<file path="config.mk">
export PLATFORM = sky130hd
export DESIGN_NAME = bcd_updn_counter
export DESIGN_NICKNAME = d
export VERILOG_FILES = /design/src/rtl/bcd_pkg.sv /design/src/rtl/bcd_digit_cell.sv /design/src/rtl/bcd_updn_counter.sv
export SDC_FILE = /design/constraint.sdc
export NUM_CORES = 1
export LEC_CHECK = 0
export CAP_MARGIN = 5
export CORE_MARGIN = 2
export CORE_UTILIZATION = 45
export DETAILED_ROUTE_END_ITERATION = 6
export GPL_TIMING_DRIVEN = 0
export PLACE_DENSITY = 0.78
export SETUP_SLACK_MARGIN = 0.02
export SYNTH_ARGS = -nofsm -noshare
export SYNTH_HDL_FRONTEND = slang
export SYNTH_SLANG_ARGS = --single-unit
</file>
<file path="constraint.sdc">
create_clock -name clk -period 7.2 [get_ports clk]
set_clock_uncertainty 0.2 [all_clocks]
set_input_delay 1.8 -clock clk [delete_from_list [all_inputs] [get_ports clk]]
set_output_delay 1.8 -clock clk [all_outputs]
set_load 0.1 [all_outputs]
</file>
<file path="src/rtl/bcd_pkg.sv">
// Shared BCD types, digit limits and digit arithmetic helpers.
// Pure declarations: no latency, no flow control.
// Used by bcd_digit_cell and bcd_updn_counter.
package bcd_pkg;

    typedef logic [3:0] bcd_digit_t;

    localparam bcd_digit_t BCD_MIN = 4'd0;
    localparam bcd_digit_t BCD_MAX = 4'd9;

    // Non-BCD codes (A..F) saturate to 9 so a bad load never leaves an illegal digit.
    function automatic bcd_digit_t bcd_clamp(input bcd_digit_t d);
        return (d > BCD_MAX) ? BCD_MAX : d;
    endfunction

    // One step up within a digit, 9 rolls to 0 (the carry is handled by the chain).
    function automatic bcd_digit_t bcd_inc(input bcd_digit_t d);
        return (d >= BCD_MAX) ? BCD_MIN : bcd_digit_t'(d + 4'd1);
    endfunction

    // One step down within a digit, 0 rolls to 9 (the borrow is handled by the chain).
    function automatic bcd_digit_t bcd_dec(input bcd_digit_t d);
        return (d == BCD_MIN) ? BCD_MAX : bcd_digit_t'(d - 4'd1);
    endfunction

endpackage

</file>
<file path="src/rtl/bcd_digit_cell.sv">
// One BCD digit register with load, carry/borrow-driven step and terminal flag.
// Latency: load/step visible one cycle after the edge; at_term is combinational.
// No backpressure: steps whenever step_in is high, load has priority.
module bcd_digit_cell
    import bcd_pkg::*;
#(
    parameter bcd_digit_t RST_VAL = 4'd0
) (
    input  logic       clk,
    input  logic       resetN,
    input  logic       load,
    input  bcd_digit_t load_val,
    input  logic       step_in,
    input  logic       up,
    output bcd_digit_t digit,
    output logic       at_term
);

    bcd_digit_t r_digit;

    // Digit register: reset value, then clamped load, then single step in the current direction.
    always_ff @(posedge clk or negedge resetN) begin
        if (!resetN) begin
            r_digit <= RST_VAL;
        end else if (load) begin
            r_digit <= bcd_clamp(load_val);
        end else if (step_in) begin
            r_digit <= up ? bcd_inc(r_digit) : bcd_dec(r_digit);
        end
    end

    // A digit is terminal when the next step in this direction would roll it over.
    always_comb begin
        at_term = up ? (r_digit == BCD_MAX) : (r_digit == BCD_MIN);
    end

    assign digit = r_digit;

endmodule

</file>
<file path="src/rtl/bcd_updn_counter.sv">
// N-digit BCD up/down counter with load, wrap/stop at terminal and registered terminal pulse.
// Latency: 1 cycle from enable/load to count; tc combinational, tc_pulse 1 cycle after the step.
// No backpressure; optional BCD_PRESCALE_EN macro divides steps by PRESCALE_DIV enabled cycles.
module bcd_updn_counter
    import bcd_pkg::*;
#(
    parameter int                  DIGITS       = 3,
    parameter logic [4*DIGITS-1:0] INIT_VALUE   = 12'h299,
    parameter bit                  WRAP         = 1'b0,
    parameter int                  PRESCALE_DIV = 50
) (
    input  logic                clk,
    input  logic                resetN,
    input  logic                loadN,
    input  logic [4*DIGITS-1:0] load_data,
    input  logic                enable1,
    input  logic                enable2,
    input  logic                up,
    output logic [4*DIGITS-1:0] count,
    output logic                tc,
    output logic                tc_pulse
);

    logic       w_en;
    logic       w_load;
    logic       w_tick;
    logic       w_hold;
    logic       w_step;
    logic       w_upper_term;
    logic       w_next_term;
    logic       r_tc_pulse;

    bcd_digit_t w_digit   [DIGITS];
    logic       w_at_term [DIGITS];
    logic       w_step_in [DIGITS];
    logic [DIGITS-1:0] w_term_vec;

    assign w_en   = enable1 & enable2;
    assign w_load = ~loadN;

`ifdef BCD_PRESCALE_EN
    localparam int PW = (PRESCALE_DIV > 1) ? $clog2(PRESCALE_DIV) : 1;
    localparam logic [PW-1:0] PRESC_LAST = PW'(PRESCALE_DIV - 1);

    logic [PW-1:0] r_presc;

    // Prescaler phase: advances only on enabled cycles, restarts on load and after each tick.
    always_ff @(posedge clk or negedge resetN) begin
        if (!resetN) begin
            r_presc <= '0;
        end else if (w_load) begin
            r_presc <= '0;
        end else if (w_en) begin
            r_presc <= (r_presc == PRESC_LAST) ? '0 : PW'(r_presc + 1'b1);
        end
    end

    assign w_tick = (r_presc == PRESC_LAST);
`else
    assign w_tick = 1'b1;
`endif

    // Terminal detection: whole count is terminal only when every digit is.
    always_comb begin
        for (int i = 0; i < DIGITS; i++) begin
            w_term_vec[i] = w_at_term[i];
        end
    end

    assign tc     = &w_term_vec;
    assign w_hold = tc & ~WRAP;
    assign w_step = w_en & ~w_load & ~w_hold & w_tick;

    // Digits above the LSD must already be terminal for a step to land on terminal.
    generate
        if (DIGITS == 1) begin : g_one_digit
            assign w_upper_term = 1'b1;
        end else begin : g_multi_digit
            assign w_upper_term = &w_term_vec[DIGITS-1:1];
        end
    endgenerate

    // The step lands on terminal when the LSD is one away from its terminal value.
    always_comb begin
        w_next_term = w_upper_term & (up ? (w_digit[0] == 4'd8) : (w_digit[0] == 4'd1));
    end

    // Digit chain: each digit steps only when all lower digits are rolling over.
    generate
        for (genvar i = 0; i < DIGITS; i++) begin : g_digit
            if (i == 0) begin : g_lsd
                assign w_step_in[i] = w_step;
            end else begin : g_chain
                assign w_step_in[i] = w_step_in[i-1] & w_at_term[i-1];
            end

            bcd_digit_cell #(
                .RST_VAL (INIT_VALUE[4*i +: 4])
            ) u_cell (
                .clk      (clk),
                .resetN   (resetN),
                .load     (w_load),
                .load_val (load_data[4*i +: 4]),
                .step_in  (w_step_in[i]),
                .up       (up),
                .digit    (w_digit[i]),
                .at_term  (w_at_term[i])
            );

            assign count[4*i +: 4] = w_digit[i];
        end
    endgenerate

    // Terminal pulse: one cycle after a step arrives at terminal; holding or loading never fires it.
    always_ff @(posedge clk or negedge resetN) begin
        if (!resetN) begin
            r_tc_pulse <= 1'b0;
        end else if (w_load) begin
            r_tc_pulse <= 1'b0;
        end else begin
            r_tc_pulse <= w_step & w_next_term;
        end
    end

    assign tc_pulse = r_tc_pulse;

endmodule

</file>
==> impl_metrics.py <==
metrics = {
    "clock_tree": {
        "cts_buffer_depth": 2,
        "cts.sinks": 13,
        "htreeDepth": 1,
        "cts_root_buffer": "clkbuf_4",
        "cts_setup_buffers": 0,
        "postCtsHoldBufs": 0,
        "cts_tree": "yes",
        "clkTransAtPathRegs_ns": 0.09,
        "clkLatencyLatePin_ns": 0.29,
        "ctsResizeCount": 0,
        "numCtsBuffers": 3,
    },
    "die": {
        "core.rowCount": 20,
        "die_h_um": 59.7,
        "die-area_um2": 3570,
        "num_io_pins": 32,
        "die_x_um": 59.7,
        "coreArea_um2": 3000,
        "start_util": 0.465,
    },
    "sta": {
        "period_minus_slack_ns": 6.17,
        "layout_worst_path_cycle_share": 0.857,
        "tightest_slew_ns": 0.973,
        "clock.fmax_mhz": 162,
        "setup_tns_ns": 0,
        "rsz0062_at_grt": "false",
        "final.setup.worst_slack_ns": 1.03,
        "maxSlewViolCount": 0,
        "hold_violations": 0,
        "maxSlewHeadroom": 0.349,
        "hold_ws_ns": 0.407,
        "final-setup-viol-count": 0,
    },
    "power_and_ir_drop": {
        "ir_worst_vdd_mv": 0.0753,
        "power_mw": 0.309,
        "leakage_nw": 0.724,
        "powerDensity_nw_per_um2": 176,
    },
    "min_path": {
        "hp-class": "register to register",
        "hold_depth": 2,
    },
    "global_routing": {
        "met3_usage": 0.0325,
        "gr-max-usage-layer": "met2",
        "grtUsageTotal": 0.220,
        "gr-usage-met2": 0.380,
        "grt_pass1_wl_mm": 6.02,
        "grt_overflow_total": 0,
        "antenna_found_initial": 0,
        "grt_max_degree": 14,
        "grt.met1_usage": 0.283,
        "grt_pass1_vias": 1380,
    },
    "yosys": {
        "async_reset_ff_frac": 1.00,
        "synth.most_common_cell": "nor2_1",
        "synth.cell_area_um2": 1400,
        "yosysUniqueCellTypes": 53,
        "synthFlopType": "dfrtp_1",
        "synth_compound_area_frac": 0.281,
        "ys_seq_area_frac": 0.237,
        "synthSimpleGateAreaFrac": 0.254,
        "synth_fa_ha_area_frac": 0.107,
        "avgSynthCellArea_um2": 8.03,
        "syn_inst": 174,
        "synth_mux_area_frac": 0.0448,
        "yosys.area.top_type_share": 0.143,
        "synth_edf_count": 0,
        "synthesis.nets": 204,
        "yosys_warnings": 0,
        "synth_xor_area_frac": 0,
        "synth.area.top_cells": "dfrtp_1 (14%), ha_1 (11%), dfstp_2 (9.4%)",
        "yosys.area.top_type": "dfrtp_1",
        "yosys_register_bits": 13,
        "synth_commonest_cells": "nor2_1 (18), inv_1 (16), ha_1 (12), nand2_1 (12), a21oi_1 (11)",
        "synth_top_family_by_area": "compound AO/OA/AOI/OAI gates",
    },
    "place": {
        "place_area_um2": 1730,
        "dpl_worst_slack_ns": 1.05,
        "dpl.hpwl_mm": 2.78,
        "gp_congestion": 0.861,
        "dp_cells": 236,
        "port_buffers": 29,
    },
    "final_layout": {
        "antennaDiodeCount": 0,
        "fillers": 272,
        "fin_util": 0.585,
        "nets": 238,
        "area_delta_synth_final_pct": 25.6,
        "drive_above_1_share": 0.0821,
        "final_cell_area_um2": 1760,
        "instances_no_fill": 240,
    },
    "worst_setup_path": {
        "critPathRequiredTime_ns": 5.20,
        "crit_path_cell_trace": "buf_6 > or4b_4 > a22o_1 > nand2b_4 > nor2_1 > clkdlybuf4s50_1",
        "critPathMaxStageDelay_ns": 1.14,
        "crit_arrival_ns": 4.17,
        "cp-start-kind": "input port",
        "reg2regPathDepth": 7,
        "end_kind": "primary output",
        "slowest_stage": "clkdlybuf4s50_1",
        "crit_fanout": 8,
        "critical_path_class": "input port to primary output",
    },
    "route": {
        "drt-wirelength-per-cell_um": 15.5,
        "dr.pass1.iters": 4,
        "drc": 0,
        "ant_nets": 0,
        "drtIter0Drc": 53,
        "via_count": 1456,
        "vias_per_cell": 6.07,
        "drt-total-wl_mm": 3.71,
    },
    "run_status": {
        "outcome": "finished clean",
    },
    "run": {
        "drv_cap": 0,
    },
}
[power by group]
part | total, mW | internal, mW | switching (mW) | leakage [nW]
sequential | 0.0942 | 0.0826 | 0.0116 | 0.153
clock | 0.0504 | 0.0215 | 0.0289 | 0.0150
combinational | 0.165 | 0.0536 | 0.111 | 0.556
total | 0.309 | 0.158 | 0.152 | 0.724
[path summary, 6_finish.rpt]
kind | startpoint | slack, ns | endpoint
max | up | 1.03 | tc
min | g_digit[0].u_cell.digit[0] | 0.41 | g_digit[0].u_cell.digit[0]
max reg2reg | g_digit[1].u_cell.digit[1] | 4.75 | g_digit[0].u_cell.digit[2]
min reg2reg | g_digit[0].u_cell.digit[0] | 0.41 | g_digit[0].u_cell.digit[0]
max in group asynchronous | resetN | 4.68 | g_digit[0].u_cell.digit[1]
min in group asynchronous | resetN | 1.70 | g_digit[2].u_cell.digit[2]
[flip-flops by register name, summed over array words and instances, names as in the netlist]
register              count
tc_pulse                  1
g_digit.u_cell.digit     12
[metal layers]
metal	part of all wire	routed length, µm	vias to the layer above
li1	-	-	713
met1	0.45	1680	682
met2	0.47	1750	54
met3	0.066	246	7
met4	0.0094	35	0
met5	0	0	-
[kinds of logic after synthesis]
logic type / count (synthesis)
multiplexers: 5
AO/OA/AOI/OAI: 56
AND/OR/NAND/NOR: 62
adder cells (fa/ha/maj): 12
buffers and inverters: 26
flip-flops: 13
[area by class of cell]
| class | instances | area, µm² | area share |
|---|---|---|---|
| multi-input combinational | 135 | 961 | 0.547 |
| timing repair buffer | 29 | 290 | 0.165 |
| tap | 33 | 41.3 | 0.0235 |
| inverter | 17 | 63.8 | 0.0364 |
| clock buffer | 4 | 26.3 | 0.0150 |
| sequential | 13 | 332 | 0.189 |
| buffer | 9 | 41.3 | 0.0235 |
[cell usage in the layout (no fill, tap or decap), types with 3 or more instances in the layout]
| cell type | netlist | routed |
|---|---|---|
| clkdlybuf4s50_1 | 0 | 29 |
| nor2_1 | 18 | 18 |
| inv_1 | 16 | 16 |
| nand2_1 | 12 | 12 |
| ha_1 | 12 | 12 |
| a21oi_1 | 11 | 11 |
| clkbuf_1 | 8 | 9 |
| o21ai_0 | 8 | 8 |
| dfrtp_1 | 8 | 8 |
| nand3_1 | 7 | 7 |
| nand2b_1 | 5 | 5 |
| dfstp_2 | 5 | 5 |
| a311oi_1 | 4 | 4 |
| mux2i_1 | 4 | 4 |
| a31oi_1 | 3 | 3 |
| a22oi_1 | 3 | 3 |
| clkbuf_4 | 0 | 3 |
[worst max-delay path: cells and delay by family]
family	cells	cell delay, ns
buf+inv	2	1.26
simple gates	3	0.83
compound gates	1	0.29
Note: power is estimated with default switching activity, not from simulation.
